File: config.mk
export PLATFORM = sky130hd
export DESIGN_NAME = approx_mul_seq
export DESIGN_NICKNAME = d
export VERILOG_FILES = /design/src/rtl/approx_mul_seq.sv
export SDC_FILE = /design/constraint.sdc
export NUM_CORES = 1
export LEC_CHECK = 0
export BUFFER_PORTS_ARGS = -buffer_cell sky130_fd_sc_hd__buf_2
export CAP_MARGIN = 5
export CORE_ASPECT_RATIO = 0.5
export CORE_MARGIN = 5
export CORE_UTILIZATION = 58
export DETAILED_ROUTE_END_ITERATION = 8
export GPL_TIMING_DRIVEN = 1
export PLACE_DENSITY = 0.79
export SYNTH_ARGS = -nofsm -noshare
export SYNTH_HDL_FRONTEND = slang
export SYNTH_SLANG_ARGS = --single-unit
export TNS_END_PERCENT = 20
File: constraint.sdc
create_clock -name clk -period 4.6 [get_ports clk]
set_clock_uncertainty 0.05 [all_clocks]
set_input_delay 0.69 -clock clk [delete_from_list [all_inputs] [get_ports clk]]
set_output_delay 0.69 -clock clk [all_outputs]
set_load 0.02 [all_outputs]
File: src/rtl/approx_mul_seq.sv
// approx_mul_seq: sequential column-truncated approximate unsigned multiplier.
// One shift-add step per cycle over WIDTH cycles, valid/ready on both sides.
// Partial product a[i]&b[j] is kept only when i+j >= TRUNC (TRUNC=0 is exact).
// Optional feature macro: APPROX_MUL_ERRDIST_EN adds an exact accumulator and
// the err_dist output (exact minus approximate product).
module approx_mul_seq #(
    parameter int unsigned WIDTH = 6,
    parameter int unsigned TRUNC = 5
) (
    input  logic                 clk,
    input  logic                 rst_n,
    input  logic                 in_valid,
    output logic                 in_ready,
    input  logic [WIDTH-1:0]     a,
    input  logic [WIDTH-1:0]     b,
    output logic                 out_valid,
    input  logic                 out_ready,
    output logic [2*WIDTH-1:0]   product
`ifdef APPROX_MUL_ERRDIST_EN
    ,
    output logic [2*WIDTH-1:0]   err_dist
`endif
);

    localparam int unsigned PW    = 2 * WIDTH;
    localparam int unsigned CNT_W = $clog2(WIDTH);
    localparam int unsigned LAST  = WIDTH - 1;

    typedef enum logic [1:0] {
        S_IDLE = 2'd0,
        S_BUSY = 2'd1,
        S_DONE = 2'd2
    } state_t;

    state_t             state;
    state_t             state_nxt;

    logic [WIDTH-1:0]   a_r;
    logic [WIDTH-1:0]   b_r;
    logic [PW-1:0]      acc;
    logic [CNT_W-1:0]   cnt;

    logic               last_c;
    logic [WIDTH-1:0]   mask_c;
    logic [PW-1:0]      addend_c;
    logic [PW-1:0]      acc_nxt_c;
    logic               in_ready_nxt_c;
    logic               out_valid_nxt_c;
    logic               load_c;
    logic               accept_c;

    assign last_c   = (cnt == CNT_W'(LAST));
    assign accept_c = (state == S_IDLE) && in_valid;

    // State register
    always_ff @(posedge clk or negedge rst_n) begin
        if (!rst_n) begin
            state <= S_IDLE;
        end else begin
            state <= state_nxt;
        end
    end

    // Next-state logic
    always_comb begin
        state_nxt = state;
        case (state)
            S_IDLE:  if (in_valid)  state_nxt = S_BUSY;
            S_BUSY:  if (last_c)    state_nxt = S_DONE;
            S_DONE:  if (out_ready) state_nxt = S_IDLE;
            default:                state_nxt = S_IDLE;
        endcase
    end

    // Output decode: next values of the registered handshake outputs
    always_comb begin
        in_ready_nxt_c  = 1'b0;
        out_valid_nxt_c = 1'b0;
        load_c          = 1'b0;
        case (state_nxt)
            S_IDLE:  in_ready_nxt_c  = 1'b1;
            S_DONE:  out_valid_nxt_c = 1'b1;
            default: ;
        endcase
        if ((state == S_BUSY) && last_c) begin
            load_c = 1'b1;
        end
    end

    // Column mask for the current shift: keep bit i when column i+cnt survives truncation
    always_comb begin
        mask_c = '0;
        for (int unsigned i = 0; i < WIDTH; i++) begin
            mask_c[i] = (i + 32'(cnt) + 32'd1) > TRUNC;
        end
    end

    // Masked, shifted partial-product row selected by the current multiplier bit
    always_comb begin
        addend_c  = '0;
        if (b_r[cnt]) begin
            addend_c = PW'(a_r & mask_c) << cnt;
        end
        acc_nxt_c = acc + addend_c;
    end

    // Registered handshake outputs
    always_ff @(posedge clk or negedge rst_n) begin
        if (!rst_n) begin
            in_ready  <= 1'b1;
            out_valid <= 1'b0;
        end else begin
            in_ready  <= in_ready_nxt_c;
            out_valid <= out_valid_nxt_c;
        end
    end

    // Operand capture, accumulation and iteration counter
    always_ff @(posedge clk or negedge rst_n) begin
        if (!rst_n) begin
            a_r <= '0;
            b_r <= '0;
            acc <= '0;
            cnt <= '0;
        end else if (accept_c) begin
            a_r <= a;
            b_r <= b;
            acc <= '0;
            cnt <= '0;
        end else if (state == S_BUSY) begin
            acc <= acc_nxt_c;
            if (!last_c) begin
                cnt <= cnt + CNT_W'(1);
            end
        end
    end

    // Result register: loaded on the final add, held otherwise
    always_ff @(posedge clk or negedge rst_n) begin
        if (!rst_n) begin
            product <= '0;
        end else if (load_c) begin
            product <= acc_nxt_c;
        end
    end

`ifdef APPROX_MUL_ERRDIST_EN
    logic [PW-1:0] exact_acc;
    logic [PW-1:0] exact_nxt_c;

    // Unmasked row for the exact reference sum
    always_comb begin
        exact_nxt_c = exact_acc;
        if (b_r[cnt]) begin
            exact_nxt_c = exact_acc + (PW'(a_r) << cnt);
        end
    end

    // Exact accumulator, stepped alongside the approximate one
    always_ff @(posedge clk or negedge rst_n) begin
        if (!rst_n) begin
            exact_acc <= '0;
        end else if (accept_c) begin
            exact_acc <= '0;
        end else if (state == S_BUSY) begin
            exact_acc <= exact_nxt_c;
        end
    end

    // Error distance, loaded together with product
    always_ff @(posedge clk or negedge rst_n) begin
        if (!rst_n) begin
            err_dist <= '0;
        end else if (load_c) begin
            err_dist <= exact_nxt_c - acc_nxt_c;
        end
    end
`endif

endmodule

Word level (Yosys, flattened, before mapping)
Cells that the tools add are included.
W data, S select, Z words.
- register bits after elaboration: 43
- logic and storage cells: 55
- add/subtract/negate cells: 12
- magnitude comparators: 7
- equal/unequal tests: 5
- shift operators: 1
- multiplexer cells: 15
- bitwise gates (word level): 1
- reductions and logical operators: 6
- operators by type and width (kind ; count):
    $mux W12 ; 3
    $gt A32 B3 Y1 const B ; 1
    $add A4 B1 Y5 const B ; 5
    $gt A5 B3 Y1 const B ; 5
    $add A12 B12 Y12 ; 1
    $shl A6 B3 Y12 ; 1
    $mux W3 ; 3
    $add A2 B3 Y4 const A ; 2
    $add A3 B3 Y4 const A ; 2
    $and A6 B6 Y6 ; 1
    $mux W2 ; 3
    $pmux W2 S3 ; 1
    $add A1 B3 Y4 const A ; 1
    $eq A2 B2 Y1 const B ; 2
    $logic_not A2 Y1 ; 2
    $lt A3 B4 Y1 const B ; 1
    $mux W1 ; 4
    $add A3 B1 Y3 const B ; 1
    $bmux W1 S3 ; 1
    $eq A3 B3 Y1 const B ; 1
    $eq A2 B1 Y1 const B ; 1
    $logic_and A1 B1 Y1 ; 2
    $ne A2 B1 Y1 const B ; 1
    $reduce_and A2 Y1 ; 1
    $reduce_bool A2 Y1 ; 1

Logic depth before layout (Yosys ltp)
- word-level depth: 9
- depth in mapped cells: 14

Least setup slack after synthesis
No wires, ideal clock.
- path type: reg2reg
- start: register cnt[0]
- end: register acc[10]
- library setup time: 0.124 ns
- data arrival time: 3.085 ns
- setup slack: 1.341 ns
- stages on the path, launching flop included: 15
- path buffers: 1
- clock period less this slack: 3.259 ns
- cell sequence: dfrtp_1 buf_6 inv_2 ha_1 nor2b_1 o21ai_1 o31ai_1 o311a_1 a211o_1 ha_1 a21oi_1 nand2b_1 a31oi_1 nor2_1 a211o_1
- cells in the longest elaborated chain, start to end: 9
- elaborated cells on any way between the ends: 24
- RTL lines (what ; RTL line ; source):
    start, declared ; 41 ; logic [CNT_W-1:0] cnt;
    start signal, assigned ; 133 ; cnt <= cnt + CNT_W'(1);
    $add A1 B3 Y4 (tied with other cells) ; 94 ; mask_c[i] = (i + 32'(cnt) + 32'd1) > TRUNC;
    $add A4 B1 Y5 ; 94 ;
    $gt A5 B3 Y1 ; 94 ;
    $and A6 B6 Y6 ; 102 ; addend_c = PW'(a_r & mask_c) << cnt;
    $shl A6 B3 Y12 ; 102 ;
    $mux W12 (*) ; 101 ; if (b_r[cnt]) begin
    $add A12 B12 Y12 (*) ; 104 ; acc_nxt_c = acc + addend_c;
    $mux W12 (*) ; 130 ; end else if (state == S_BUSY) begin
    $mux W12 (*) ; 125 ; end else if (accept_c) begin
    end signal, assigned ; 131 ; acc <= acc_nxt_c;
    end, declared ; 40 ; logic [PW-1:0] acc;
Mark *: on every way between the ends. The rest lies on a longest branch, timed or not. The select of a mux whose other input is x is not followed.
A chain may end at the register's enable or synchronous reset.

Worst setup path after layout
- start: register cnt[1]
- end: register product[8]
- cells in the longest elaborated chain, start to end: 7
- elaborated cells on any way between the ends: 25
- RTL lines (what ; RTL line ; source):
    $add A1 B3 Y4 (tied with other cells) ; 94 ;
    $add A4 B1 Y5 ; 94 ;
    $gt A5 B3 Y1 ; 94 ;
    $and A6 B6 Y6 ; 102 ;
    $shl A6 B3 Y12 ; 102 ;
    $mux W12 ; 101 ;
    $add A12 B12 Y12 ; 104 ;
    end signal, assigned ; 143 ; product <= acc_nxt_c;
    end, declared ; 18 ; output logic [2*WIDTH-1:0] product
Several ways; a longest one is shown, not always the timed one. The select of a mux whose other input is x is not followed.

==> flow_summary.toml <==
[clock_tree]
cts_hold_buf = 0
ctsResizeCount = 0
cts.path.max_buffers = 2
clk_pin_slew_ps = 80
cts_max_level = 2
post-cts-setup-buffer-count = 0
cts_inserted_buffers = 5
cts-root-buf = "clkbuf_8"
clock-sinks = 43
cts_tree = "yes"
clock_latency_ps = 310

[synthesis]
post-synth-top-count-cell = "dfrtp_1"
synthCells = 268
synth.area.mux_share_pct = 9.82
yosysTopAreaCell = "dfrtp_1"
synth_edf_count = 0
synth.top_cell.area_share_pct = 39.8
synth.avg_cell_area_um2 = 9.84
synth_nets = 301
synth_adder_area_share_pct = 8.35
ys_warn_count = 0
syn_area_mm2 = 0.00264
ys.flop_type = "dfrtp_1"
synth_area_leaders = "dfrtp_1, ha_1, mux2_2, nand2_1, o21ai_0"
ys_types = 55
synth-simple-area-share_pct = 16.7
synth_top_family_by_area = "compound AO/OA/AOI/OAI gates"
synth_compound_area_share_pct = 17.1
ys_async_sr_fraction_pct = 100
synth-seq-area-share_pct = 40.8
synth_common_cells = "dfrtp_1, nand2_1, ha_1"
synth_xor_area_share_pct = 3.65
synth-seq-cells = 43

[job]
cap_viol_max_count = 0

[final_layout]
final_area_mm2 = 0.00290
final_net_count = 326
final_layout_size_suffix_gt1_share_pct = 20.7
syn_to_final_growth_pct = 9.96
antennaDiodeCount = 0
finalNonFillerCells = 351
post-route-util_pct = 65.9

[outcome]
status = "completed"

[routing]
avgViaCountPerCell = 5.84
vias = 2050
drtIter0Drc = 89
routed_wl_um = 5590
drc = 0
ant_nets = 0
routedWlPerCell_um = 15.9
firstDrtPassIters = 4

[die]
chipHeight_um = 57.7
initial_core_util_pct = 59.9
rows = 17
ios = 30
die_w_um = 105
core-area_mm2 = 0.00440
die-area_mm2 = 0.00608

[sta]
setup-violations-final = 0
layout_setup_ws_ps = 657
finalCriticalPeriod_ps = 3940
rsz0062_at_grt = "no"
finalSetupTns_ps = 0
hold_viol_final = 0
period_share_pct = 85.7
hold_ws_ps = 437
slew_viol_final = 0
fmax_mhz = 254
worst_slew_pin_slew_ps = 1110
maxSlewHeadroom_pct = 25.8

[global_routing]
grt-ovfl-total = 0
grt_pass1_wl_um = 9750
grt_pass1_vias = 2039
use_met2_pct = 33.0
grt_use_met1_pct = 27.4
top_usage_layer = "met2"
grt_usage_pct = 20.3
antenna_found_initial = 0
grt_max_degree = 44
grt_util_met3_pct = 4.56

[power_and_ir_drop]
ir_drop_uv = 361
p_comb_share_pct = 57.6
p_seq_share_pct = 30.4
power.total_mw = 2.28
swShare_pct = 45.2
netSwitchingPower_mw = 1.03
power.density_mw_per_mm2 = 787
p_int_mw = 1.25
leakagePower_nw = 1.38
clkPwrFrac_pct = 12.0

[worst_setup_path]
crit_type = "reg -> reg"
cp_max_fo = 16
cp.arrival_ps = 4060
required_ps = 4710
worst_setup_path_start_kind = "flip-flop"
endpoint_kind = "flip-flop"

[place]
dp_slack_ps = 749
dp.cells = 343
port_buffers = 29
placedInstanceArea_mm2 = 0.00280
dpl.hpwl_um = 4120
gp_congestion = 0.889

[hold_path]
min_path_type = "reg -> reg"
[cells in the final DEF, fill, tap and decap left out, types with 7 or more instances in the layout]
cell type / count
clkbuf_8: 7
buf_2: 29
o21ai_0: 15
nor2_1: 14
nand2_1: 30
nor2b_1: 7
mux2_2: 13
dfrtp_1: 42
ha_1: 16
a21oi_1: 11
xor2_1: 7
a22o_1: 7
[cell type report]
cell class / instances / area (µm²)
Fill cell: 371 / 1500
Multi-Input combinational cell: 206 / 1470
Sequential cell: 43 / 1080
Timing Repair Buffer: 30 / 153
Clock buffer: 7 / 96.3
Tap cell: 57 / 71.3
Inverter: 7 / 26.3
Clock inverter: 1 / 7.51
[power groups by stage]
stage / combinational (mW) / sequential (mW) / clock (mW)
6_report: 1.32 / 0.693 / 0.274
5_1_grt: 1.47 / 0.724 / 0.294
4_1_cts: 1.31 / 0.695 / 0.278
3_5_place_dp: 1.31 / 0.702 / 0
3_3_place_gp: 1.29 / 0.693 / 0
2_1_floorplan: 1.00 / 0.711 / 0
[metal layers]
layer,up-vias,share of wire (%)
li1,1019,-
met2,37,45
met3,6,3.7
met5,-,0
met4,0,1.1
met1,988,50
[registers in the layout, summed over array words and instances, names as in the netlist]
signal and count:
a_r 6, state 2, b_r 6, product 12, in_ready 1, out_valid 1
acc 12, cnt 3
[cell families (layout without fill, tap and decap cells)]
logic type / after synthesis / count (layout)
fa+ha+maj: 17 / 17
compound gates: 69 / 69
simple gates: 86 / 86
other cells: 1 / 1
flops: 43 / 43
xor+xnor: 11 / 11
buf+inv: 19 / 45
mux: 22 / 22
[path summary, 6_finish.rpt]
kind / startpoint / to / slack [ps] / depth (start not counted)
max: cnt[1]$_DFFE_PN0P_ / product[8]$_DFFE_PN0P_ / 660 / 13
max in group asynchronous: rst_n / a_r[3]$_DFFE_PN0P_ / 3420 / 1
min reg2reg: product[2]$_DFFE_PN0P_ / product[2]$_DFFE_PN0P_ / 440 / 2
min: product[2]$_DFFE_PN0P_ / product[2]$_DFFE_PN0P_ / 440 / 2
min in group asynchronous: rst_n / b_r[3]$_DFFE_PN0P_ / 480 / 1
max reg2reg: cnt[1]$_DFFE_PN0P_ / product[8]$_DFFE_PN0P_ / 660 / 13
[worst max-delay path: stages (launching register included)]
cell,delay (ps)
dfrtp_1,690
inv_2,210
ha_1,370
nor2b_1,160
o21ai_1,140
o31ai_1,120
o311a_1,400
a211o_1,290
ha_1,350
a21oi_1,120
nand2b_1,190
a31oi_1,390
xnor2_1,220
o21ai_1,90
Note: power is estimated with default switching activity, not from simulation.
